[src/rtl/visualizador_7seg_bcd.sv]
// visualizador_7seg_bcd: latches a 5-digit BCD result and sign, then scans it onto an
// 8-digit common-anode 7-segment display. Define BLANK_CEROS_IZQ_EN for leading-zero blanking.
module visualizador_7seg_bcd #(
  parameter int REFRESH_DIV = 100000,
  parameter int CNT_W       = 17
) (
  input  logic        clk,
  input  logic        reset,
  input  logic [19:0] codigo_BCD,
  input  logic        signo,
  input  logic        done,
  output logic [7:0]  an,
  output logic [6:0]  seg,
  output logic        dp,
  output logic        valido
);

  localparam logic [6:0]       SEG_OFF  = 7'h7F;
  localparam logic [6:0]       SEG_DASH = 7'b0111111;
  localparam logic [CNT_W-1:0] CNT_LAST = CNT_W'(REFRESH_DIV - 1);

  logic [19:0]      bcd_q;
  logic             signo_q;
  logic [CNT_W-1:0] cnt_q;
  logic [2:0]       idx_q;

  logic [3:0]       nib;
  logic [2:0]       ndig;
  logic [7:0]       an_d;
  logic [6:0]       seg_d;

  function automatic logic [6:0] glyph(input logic [3:0] n);
    case (n)
      4'd0:    glyph = 7'b1000000;
      4'd1:    glyph = 7'b1111001;
      4'd2:    glyph = 7'b0100100;
      4'd3:    glyph = 7'b0110000;
      4'd4:    glyph = 7'b0011001;
      4'd5:    glyph = 7'b0010010;
      4'd6:    glyph = 7'b0000010;
      4'd7:    glyph = 7'b1111000;
      4'd8:    glyph = 7'b0000000;
      4'd9:    glyph = 7'b0010000;
      default: glyph = 7'b0000110;  // 'E' flags a non-BCD nibble
    endcase
  endfunction

  // Capture: last strobe wins, value held between strobes.
  // NOTE: sequential state uses non-blocking assignments so every register samples pre-edge values.
  always_ff @(posedge clk or posedge reset) begin
    if (reset) begin
      bcd_q   <= '0;
      signo_q <= 1'b0;
      valido  <= 1'b0;
    end else if (done) begin
      bcd_q   <= codigo_BCD;
      signo_q <= signo;
      valido  <= 1'b1;
    end
  end

  always_ff @(posedge clk or posedge reset) begin
    if (reset) begin
      cnt_q <= '0;
      idx_q <= '0;
    end else if (cnt_q == CNT_LAST) begin
      cnt_q <= '0;
      idx_q <= idx_q + 3'd1;
    end else begin
      cnt_q <= cnt_q + 1'b1;
    end
  end

  // ndig = number of displayed magnitude digits; the sign sits at index ndig.
  // NOTE: every always_comb output gets a default first so no latch is inferred.
  always_comb begin
    nib = 4'd0;
    case (idx_q)
      3'd0:    nib = bcd_q[3:0];
      3'd1:    nib = bcd_q[7:4];
      3'd2:    nib = bcd_q[11:8];
      3'd3:    nib = bcd_q[15:12];
      3'd4:    nib = bcd_q[19:16];
      default: nib = 4'd0;
    endcase

`ifdef BLANK_CEROS_IZQ_EN
    ndig = 3'd1;
    if (bcd_q[7:4]   != 4'd0) ndig = 3'd2;
    if (bcd_q[11:8]  != 4'd0) ndig = 3'd3;
    if (bcd_q[15:12] != 4'd0) ndig = 3'd4;
    if (bcd_q[19:16] != 4'd0) ndig = 3'd5;
`else
    ndig = 3'd5;
`endif

    an_d  = 8'hFF;
    seg_d = SEG_OFF;
    if (idx_q <= 3'd5) begin
      an_d = ~(8'd1 << idx_q);
      if (!valido) begin
        if (idx_q != 3'd5) seg_d = SEG_DASH;
      end else if (idx_q < ndig) begin
        seg_d = glyph(nib);
      end else if (idx_q == ndig && signo_q) begin
        seg_d = SEG_DASH;
      end
    end
  end

  // an and seg share one register stage so they always switch on the same edge.
  always_ff @(posedge clk or posedge reset) begin
    if (reset) begin
      an  <= 8'hFF;
      seg <= SEG_OFF;
    end else begin
      an  <= an_d;
      seg <= seg_d;
    end
  end

  assign dp = 1'b1;

endmodule

[config.mk]
export PLATFORM = sky130hd
export DESIGN_NAME = visualizador_7seg_bcd
export DESIGN_NICKNAME = d
export VERILOG_FILES = /design/src/rtl/visualizador_7seg_bcd.sv
export SDC_FILE = /design/constraint.sdc
export NUM_CORES = 1
export LEC_CHECK = 0
export CAP_MARGIN = 20
export CORE_MARGIN = 1
export CORE_UTILIZATION = 48
export CTS_CLUSTER_DIAMETER = 100
export CTS_CLUSTER_SIZE = 20
export DETAILED_ROUTE_END_ITERATION = 6
export GPL_TIMING_DRIVEN = 0
export PLACE_DENSITY = 0.85
export SLEW_MARGIN = 30
export SYNTH_ARGS = -nofsm -noshare
export SYNTH_HDL_FRONTEND = slang
export SYNTH_SLANG_ARGS = --single-unit
[constraint.sdc]
create_clock -name clk -period 1.98 [get_ports clk]
set_input_delay 0.495 -clock clk [delete_from_list [all_inputs] [get_ports clk]]
set_output_delay 0.495 -clock clk [all_outputs]
set_load 0.05 [all_outputs]
==> results of run 1 <==
state kept, by name, summed over array words and instances, names as in the netlist:
name	flops
signo_q	1
cnt_q	17
idx_q	3
seg	7
bcd_q	20
valido	1
an	8
area by class of cell:
type | count | area, um^2 | area share [%]
Buffer | 5 | 31.3 | 0.845
Multi-Input combinational cell | 144 | 1280 | 34.5
Inverter | 9 | 42.5 | 1.15
Clock buffer | 15 | 196 | 5.30
Clock inverter | 1 | 30.0 | 0.811
Sequential cell | 57 | 1450 | 39.1
Timing Repair Buffer | 64 | 591 | 15.9
Tap cell | 70 | 87.6 | 2.36
cell usage in the layout, fill, tap and decap left out, types with 4 or more instances in the layout:
cell             instances
mux2i_1                  4
nand2_1                 14
nor2_1                  11
nand3_1                  7
buf_4                   22
xor2_1                   4
dfrtp_1                 39
or3_1                    4
xnor2_1                  9
clkdlybuf4s50_1         23
clkbuf_8                14
dlygate4sd2_1           16
o21ai_1                  4
a21oi_1                  4
ha_4                     9
dfstp_2                 15
o21ai_0                  5
mux2_2                  22
worst min path at each step:
stage / from / to / slack [ps] / depth (start not counted)
2_1_floorplan: cnt_q[0]$_DFF_PP0_ / cnt_q[0]$_DFF_PP0_ / 450 / 1
3_3_place_gp: cnt_q[0]$_DFF_PP0_ / cnt_q[0]$_DFF_PP0_ / 470 / 1
3_5_place_dp: cnt_q[12]$_DFF_PP0_ / cnt_q[12]$_DFF_PP0_ / 500 / 1
4_1_cts: reset / cnt_q[3]$_DFF_PP0_ / 420 / 2
5_1_grt: reset / cnt_q[3]$_DFF_PP0_ / 450 / 2
6_report: reset / cnt_q[1]$_DFF_PP0_ / 420 / 2
logic make-up after synthesis:
kind of cell / count (synthesis) / synth area share, %
AO/OA/AOI/OAI: 35 / 9.68
adder cells (fa/ha/maj): 12 / 5.69
buffers and inverters: 16 / 3.42
other: 1 / 0.142
XOR/XNOR: 13 / 4.32
flip-flops: 57 / 54.8
multiplexers: 26 / 10.9
AND/OR/NAND/NOR: 57 / 11.1
worst max-delay path: cells and delay by family, from the launching register on:
| kind | cells | cell delay, ps |
|---|---|---|
| adders and majority gates | 2 | 380 |
| buffers and inverters | 2 | 140 |
| DFF | 1 | 390 |
| AOI/OAI and AO/OA | 4 | 1140 |
what timing repair did:
action	4_1_cts	5_1_grt
buffers inserted	11	13
endpoints found under the hold margin	0	0
endpoints found under the setup margin	23	7
pin swaps	6	16
resized for setup	32	20
gates cloned	0	0
power by group through the flow:
| stage | registers (mW) | logic, mW | clock network, mW |
|---|---|---|---|
| floorplan | 1.36 | 0.149 | 0 |
| detailed placement | 1.29 | 0.346 | 0 |
| global placement | 1.29 | 0.336 | 0 |
| global route | 1.28 | 0.453 | 1.26 |
| CTS | 1.27 | 0.357 | 1.21 |
| finish | 1.27 | 0.430 | 1.20 |
per-layer routing:
metal	wire (um)	up-vias	track usage (%)
met5	0	-	0
met4	221	0	14.0
met3	342	24	4.07
met2	3090	84	34.4
met1	2560	992	26.2
li1	-	919	-
per-stage QoR:
stage               worst slack, ps  TNS (ps)  hold slack (ps)  util (%)  instances
floorplan                      13.9         0              455         -        217
global placement               -827    -43200              472      60.1        326
detailed placement             -305     -3220              495      60.6        327
CTS                           -56.4     -57.7              423      67.2        354
global route                   -194      -809              449      71.2        365
finish                         -155      -555              421      71.2        365
==> metrics.txt, run 1 <==
post-synth net total 253; FF-to-FF Start idx_q[0]$_DFFE_PP0N_; Max-Cap Viols 0; static leakage 1.54 nW; Rows 26; I/O pin count 41; final instance area 0.00370 mm^2; sequential area share after synthesis 54.8%; Worst IR Drop VDD 0.425 mV; Setup violations, final 7; Syn Inst Count 217; Post-synth ARST share 100%; Die Ht 76.1 um; critical path arrival 2390 ps; reg2reg setup slack -150 ps; gr ovfl total 0; # nets final 326; relative max-transition margin 57.5%; Post-Syn Area 0.00264 mm^2; top cells by count, synth 42 x dfrtp_1, 22 x mux2_2, 15 x dfstp_2, 14 x nand2_1, 12 x ha_1; # diodes 0; CP most frequent cell ha_4; CP max stage delay 400 ps; top achievable clock speed 468 MHz; final worst slack -155 ps; failing checks negative setup slack; drt via density 5.53; H-tree depth 3; CP endpoint kind register; Worst Path Required 2230 ps; R2R depth 8; Routed WL per cell 17.0 um; Worst Setup SP idx_q[0]$_DFFE_PP0N_; Worst Hold Class input port to async pin; first-pass GRT wire length 9410 um; Switch Pwr 0.708 mW; crit path to seg[2]$_DFF_PP1_; post-synth top area share 39.8%; post-synth top area cell dfrtp_1; number of routed nets with antenna violations 0; final wirelength 6220 um; Worst R2R End seg[2]$_DFF_PP1_; vias in the first global route 1,953; drc violations 0; largest net degree at the start of global routing 44; number of buffers created by CTS 9; routability cong. 0.799; CTS Buffer Depth 2; Gate power share 14.8%; Post-DP Area 0.00315 mm^2; Unique masters post-synth 48; post-DP HPWL 3470 um; root buf cell clkbuf_8; internal power 2.20 mW; RSZ-0062 raised after global routing true; P&R area growth vs syn 40.4%; Die Span X 76.1 um; DR vias 2,019; count leader, synth dfrtp_1; CTS tree done; WS Path Type register to register; Die Area 0.00580 mm^2; Clock Power Share 41.4%; Core Area 0.00520 mm^2; CTS sink cnt 57; Clock transition at path regs 70 ps; Switching Share 24.4%; Pins Over Slew Limit 0; Synth area leaders dfrtp_1 40%, dfstp_2 15%, mux2_2 9.4%; hold_buf cts 0; CP Launch Type register; Fill cells 357; CP max FO 6; Slew @ Worst Pin 637 ps; Yosys Warn Count 0; crit path cell chain inv_2 > ha_4 > a222oi_1 > o21a_2 > inv_4 > ha_4 > a2111oi_4 > a41oi_2; Clock Latency Late Sink 340 ps; pwr dens 784 mW/mm^2; PortBufs 39; fraction of layout cells with a size suffix above 1 38.3%; Initial Util 50.7%; Yosys reg bits 57; Pwr Total 2.90 mW; min cycle time layout 2130 ps; Flop pwr share 43.7%; Iter 0 DRT Violations 128; Avg Cell Area, Syn 12.2 um^2; Post-synth EDFFs 0; Clock Skew 8.44 ps; final-report hold violation count 0; Synth Flop Type dfrtp_1; slowest CP cell a222oi_1; GRT Util Overall 21.3%; Final Cycle Share 108%; antenna violations before repair 0; First-pass DRT Iterations 5; status finished, violations left
Power figures use the tool's default switching activity.
==> run 2: changes to the inputs <==
--- a/config.mk
+++ b/config.mk
@@ -6,7 +6,6 @@
 export NUM_CORES = 1
 export LEC_CHECK = 0
 export CAP_MARGIN = 20
-export CORE_MARGIN = 1
 export CORE_UTILIZATION = 48
 export CTS_CLUSTER_DIAMETER = 100
 export CTS_CLUSTER_SIZE = 20
@@ -17,3 +16,4 @@
 export SYNTH_ARGS = -nofsm -noshare
 export SYNTH_HDL_FRONTEND = slang
 export SYNTH_SLANG_ARGS = --single-unit
+export TNS_END_PERCENT = 20
==> run 2 against run 1 <==
Effect of this change: sequential power about the same; highest routed layer unchanged; the flow still finishes with violations (negative setup slack); cell count down 3.3%; worst setup slack better by 27 ps; cell area is 4.3% lower; worst hold slack gained 2.9 ps; via count down 4.6%; register-to-register slack better by 30 ps; critical path type unchanged.
==> metrics.txt, run 2 (same netlist as run 1, synthesis figures left out) <==
number of routed nets with antenna violations 0 (unchanged); largest registers bcd_q: 20 flops, cnt_q: 17 flops, an: 8 flops; Die Span X 76.1 um (unchanged); largest net degree at the start of global routing 44 (unchanged); CP Launch Type register; H-tree depth 3 (unchanged); Multi-input gate area 0.00122 mm^2 (-4.6%); gr ovfl total 0 (unchanged); Rows 26 (unchanged); pwr dens 809 mW/mm^2 (+3.1%); relative max-transition margin 56.2% (-1.3 points); number of buffers created by CTS 9 (unchanged); Max-Cap Viols 0 (unchanged); Clock transition at path regs 60 ps (about the same); critical path arrival 2380 ps (about the same); final worst slack -128 ps (+27.0 ps); drt via density 5.46 (-1.4%); post-DP HPWL 3470 um (unchanged); max reg flops 20 (unchanged); I/O pin count 41 (unchanged); RSZ-0062 raised after global routing true; Worst Path Required 2260 ps (+30 ps); PortBufs 39 (unchanged); CP endpoint kind register; Initial Util 50.7% (unchanged); Top reg by flops bcd_q; Final Cycle Share 106% (-1.4 points); vias in the first global route 1,922 (-1.6%); Pwr Total 2.87 mW (-1.3%); WS Path Type register to register; final-report hold violation count 0 (unchanged); CP max FO 10 (+4); CTS sink cnt 57 (unchanged); Fill cells 378 (+5.9%); reg2reg setup slack -130 ps (+30 ps); Routed WL per cell 15.8 um (-7.5%); most frequent cells in the layout 41 x dfrtp_1, 23 x clkdlybuf4s50_1, 22 x mux2_2; WHS 424 ps (+2.90 ps); static leakage 1.48 nW (-4.0%); # nets final 314 (-3.7%); final wirelength 5560 um (-11%); root buf cell clkbuf_8; # diodes 0 (unchanged); FF+latch area 0.00145 mm^2 (-0.17%); CTS Buffer Depth 2 (unchanged); FF-to-FF Start idx_q[0]$_DFFE_PP0N_; status finished, violations left; Worst R2R End seg[4]$_DFF_PP1_; Die Ht 76.1 um (unchanged); antenna violations before repair 0 (unchanged); First-pass DRT Iterations 6 (+1); Clock Latency Late Sink 340 ps (about the same); routability cong. 0.799 (unchanged); CTS tree done; most common cell after layout, fill and taps aside dfrtp_1; pre-CTS WS -305 ps (unchanged); Worst IR Drop VDD 0.425 mV (+0.13%); R2R depth 9 (+1); first-pass GRT wire length 9270 um (-1.5%); P&R area growth vs syn 34.3%; Core Area 0.00520 mm^2 (unchanged); Slew @ Worst Pin 657 ps (+19.8 ps); Layout Utilization 68.1% (-3.1 points); min cycle time layout 2110 ps (-27.0 ps); DR vias 1,926 (-4.6%); Pins Over Slew Limit 0 (unchanged); fraction of layout cells with a size suffix above 1 34.3% (-4.0 points); Clock Skew 9.14 ps (+0.698 ps); Iter 0 DRT Violations 158 (+23%); drc violations 0 (unchanged); Die Area 0.00580 mm^2 (unchanged); Setup violations, final 7 (unchanged); Worst Hold Class input port to async pin; failing checks negative setup slack; GRT Util Overall 20.9% (-0.39 points); top achievable clock speed 474 MHz (+1.3%)
## run 2: critical path: stages, from the launching register on
cell      delay, ps
dfrtp_1         390
inv_2            70
ha_2            180
buf_6           140
a222oi_1        330
o21a_2          280
inv_2            90
ha_4            180
o41ai_2         230
a31o_1          160
## run 2: how the worst max path moves through the flow
stage	start	endpoint	cells past startpoint
global route	idx_q[2]$_DFFE_PP0N_	seg[2]$_DFF_PP1_	9
CTS	idx_q[0]$_DFFE_PP0N_	seg[2]$_DFF_PP1_	9
finish	idx_q[0]$_DFFE_PP0N_	seg[4]$_DFF_PP1_	9
global placement	reset	signo_q$_DFFE_PP0P_	2
detailed placement	idx_q[0]$_DFFE_PP0N_	seg[2]$_DFF_PP1_	8
floorplan	idx_q[1]$_DFFE_PP0N_	seg[2]$_DFF_PP1_	9
## run 2: routing by layer
metal  GRT usage, %  vias to the layer above  wire length (um)
met3           3.95                       16               262
met4           12.9                        0               139
met1           26.0                      953              2460
li1               -                      894                 -
met5              0                        -                 0
met2           33.8                       63              2700
## run 2: power breakdown
part           internal (mW)  switching [mW]
combinational          0.182           0.215
sequential              1.24          0.0273
clock                  0.754           0.444
total                   2.18           0.687
## run 2: per-stage QoR
stage	setup TNS (ps)	instances	cell area [um^2]
2_1_floorplan	0	217	2650
3_3_place_gp	-43200	326	3130
3_5_place_dp	-3220	327	3150
4_1_cts	-69.7	351	3490
5_1_grt	-1040	353	3540
6_report	-589	353	3540
## run 2: timing repair
action                                  CTS  global route
endpoints found under the setup margin   23             7
hold endpoints to repair                  0             0
pin swaps                                 6             8
buffers inserted                          8             2
gates resized for setup                  32             9
hold buffers                              0             0
## run 2: layout make-up
type                            instances  area share [%]
Sequential cell                        57            40.8
Timing Repair Buffer                   50            13.2
Buffer                                  7            1.59
Clock buffer                           15            5.54
Inverter                                9            1.13
Tap cell                               70            2.47
Multi-Input combinational cell        144            34.4
Clock inverter                          1           0.847
==> run 3: changes to the inputs <==
--- a/config.mk
+++ b/config.mk
@@ -6,6 +6,7 @@
 export NUM_CORES = 1
 export LEC_CHECK = 0
 export CAP_MARGIN = 20
+export CORE_ASPECT_RATIO = 1.25
 export CORE_UTILIZATION = 48
 export CTS_CLUSTER_DIAMETER = 100
 export CTS_CLUSTER_SIZE = 20
==> run 3 against run 2 <==
Effect of this change: the flow still finishes with violations (negative setup slack); combinational power is 5.0% lower; cell count shrank 1.7%; worst hold slack got worse by 11 ps; cell area fell by 0.71%; die area barely moved; clock power barely moved; largest power group unchanged.
==> metrics.txt, run 3 (same netlist as run 1, synthesis figures left out) <==
CTS tree done; # diodes 0 (unchanged); RSZ-0062 raised after global routing true; Fill cells 361 (-4.5%); P&R area growth vs syn 33.4%; vias in the first global route 2,145 (+12%); WHS 412 ps (-11.4 ps); H-tree depth 3 (unchanged); most frequent cells in the layout 41 x dfrtp_1, 23 x clkdlybuf4s50_1, 22 x mux2_2; gr ovfl total 0 (unchanged); Routed WL per cell 17.1 um (+8.3%); CP most frequent cell ha_4; final-report hold violation count 0 (unchanged); CP endpoint kind register; Core Area 0.00519 mm^2 (-0.31%); WP buf/inv 2 (-1); Die Ht 84.9 um (+11%); cell depth of the worst setup path 8 (-1); routability cong. 0.801 (+0.28%); largest net degree at the start of global routing 47 (+6.8%); Post-DP Area 0.00314 mm^2 (-0.32%); Top reg by flops bcd_q; largest registers bcd_q: 20 flops, cnt_q: 17 flops, an: 8 flops; final worst slack -171 ps (-42.7 ps); max reg flops 20 (unchanged); slowest CP cell a222oi_1; CP max stage delay 470 ps (+80 ps); top achievable clock speed 465 MHz (-2.0%); hold_buf cts 0 (unchanged); Pwr Total 2.86 mW (about the same); First-pass DRT Iterations 4 (-2); failing checks negative setup slack; final wirelength 5920 um (+6.5%); root buf cell clkbuf_8; DR vias 1,973 (+2.4%); CP Launch Type register; Pins Over Slew Limit 0 (unchanged); Worst IR Drop VDD 0.538 mV (+27%); pwr dens 814 mW/mm^2 (+0.64%); most common cell after layout, fill and taps aside dfrtp_1; status finished, violations left; R2R depth 8 (-1); Iter 0 DRT Violations 252 (+59%); crit-path leading delay family compound AO/OA/AOI/OAI gates; critical path arrival 2420 ps (+40 ps); Worst Path Required 2250 ps (about the same); post-DP HPWL 3680 um (+6.0%); number of buffers created by CTS 9 (unchanged); Die Span X 68.3 um (-10%); WS Path Type register to register; Initial Util 50.8% (+0.16 points); # nets final 316 (+0.64%); PortBufs 39 (unchanged); min cycle time layout 2150 ps (+42.7 ps); Worst Hold Class input port to async pin; relative max-transition margin 57.3% (+1.1 points); first-pass GRT wire length 9940 um (+7.1%); drt via density 5.69 (+4.2%); Clock Skew 8.70 ps (-0.441 ps); CTS Buffer Depth 2 (unchanged); Rows 29 (+12%); final instance area 0.00352 mm^2 (-0.71%); Setup violations, final 7 (unchanged); fraction of layout cells with a size suffix above 1 33.0% (-1.3 points); CTS sink cnt 57 (unchanged); Slew @ Worst Pin 640 ps (-16.9 ps); Clock Latency Late Sink 340 ps (about the same); static leakage 1.48 nW (+0.17%); crit path cell chain inv_2 > ha_4 > a222oi_1 > o21ai_1 > buf_4 > ha_4 > o21bai_1 > a31o_1; Max-Cap Viols 0 (unchanged); Die Area 0.00580 mm^2 (about the same); Final Cycle Share 109% (+2.2 points); CP max FO 5 (-5); I/O pin count 41 (unchanged); antenna violations before repair 0 (unchanged); number of routed nets with antenna violations 0 (unchanged); drc violations 0 (unchanged); final cell count without fillers 347 (-1.7%); GRT Util Overall 23.4% (+2.5 points); Clock transition at path regs 70 ps (about the same); DP Cell Count 319 (-2.4%)
run 3: cell types whose count changed in the layout (fill, tap and decap cells not counted), sizes merged:
cell    previous run  this run
bufinv             1         2
clkbuf            16        11
buf               17        20
clkinv             0         3
run 3: report_power, final:
part / switching, mW / leakage [nW] / internal, mW
registers: 0.0313 / 0.675 / 1.24
clock network: 0.472 / 0.113 / 0.741
logic: 0.209 / 0.691 / 0.168
run 3: final timing paths:
| kind | start | to | slack (ps) |
|---|---|---|---|
| max | idx_q[1]$_DFFE_PP0N_ | seg[4]$_DFF_PP1_ | -170 |
| min reg2reg | cnt_q[0]$_DFF_PP0_ | cnt_q[0]$_DFF_PP0_ | 510 |
| max in group asynchronous | reset | an[1]$_DFF_PP1_ | 1030 |
| min | reset | bcd_q[17]$_DFFE_PP0P_ | 410 |
| min in group clk | cnt_q[0]$_DFF_PP0_ | cnt_q[0]$_DFF_PP0_ | 510 |
| max reg2reg | idx_q[1]$_DFFE_PP0N_ | seg[4]$_DFF_PP1_ | -170 |
run 3: area by class of cell:
class / instances / area [um^2] / share of cell area [%]
Sequential cell: 57 / 1450 / 41.1
Multi-Input combinational cell: 144 / 1210 / 34.3
Timing Repair Buffer: 54 / 495 / 14.1
Clock buffer: 11 / 141 / 4.02
Clock inverter: 5 / 78.8 / 2.24
Tap cell: 62 / 77.6 / 2.20
Inverter: 9 / 40.0 / 1.14
Buffer: 5 / 31.3 / 0.889
run 3: through the flow:
step,TNS [ps],setup WS (ps),util [%]
after floorplan,0,13.9,-
after global placement,-44510,-857,60.1
after detailed placement,-3450,-319,60.5
after CTS,-92.8,-51.2,67.4
after global routing,-1270,-229,67.8
final,-677,-171,67.8
run 3: what timing repair did:
item,CTS,global route
buffers inserted,14,0
pin swaps,7,6
resized for setup,32,7
setup endpoints to repair,23,7
run 3: metal layers:
metal,vias to the layer above,track usage [%],part of all wire (%)
li1,899,-,-
met1,981,24.7,37
met2,71,40.3,54
met3,22,9.14,5.2
met4,0,9.66,3.5
met5,-,0,0
run 3: worst register-to-register path, stage by stage (launching register included):
cell and delay, ps:
dfrtp_1 420, inv_2 90, ha_4 190, a222oi_1 470, o21ai_1 170, buf_4 180
ha_4 160, o21bai_1 150, a31o_1 260
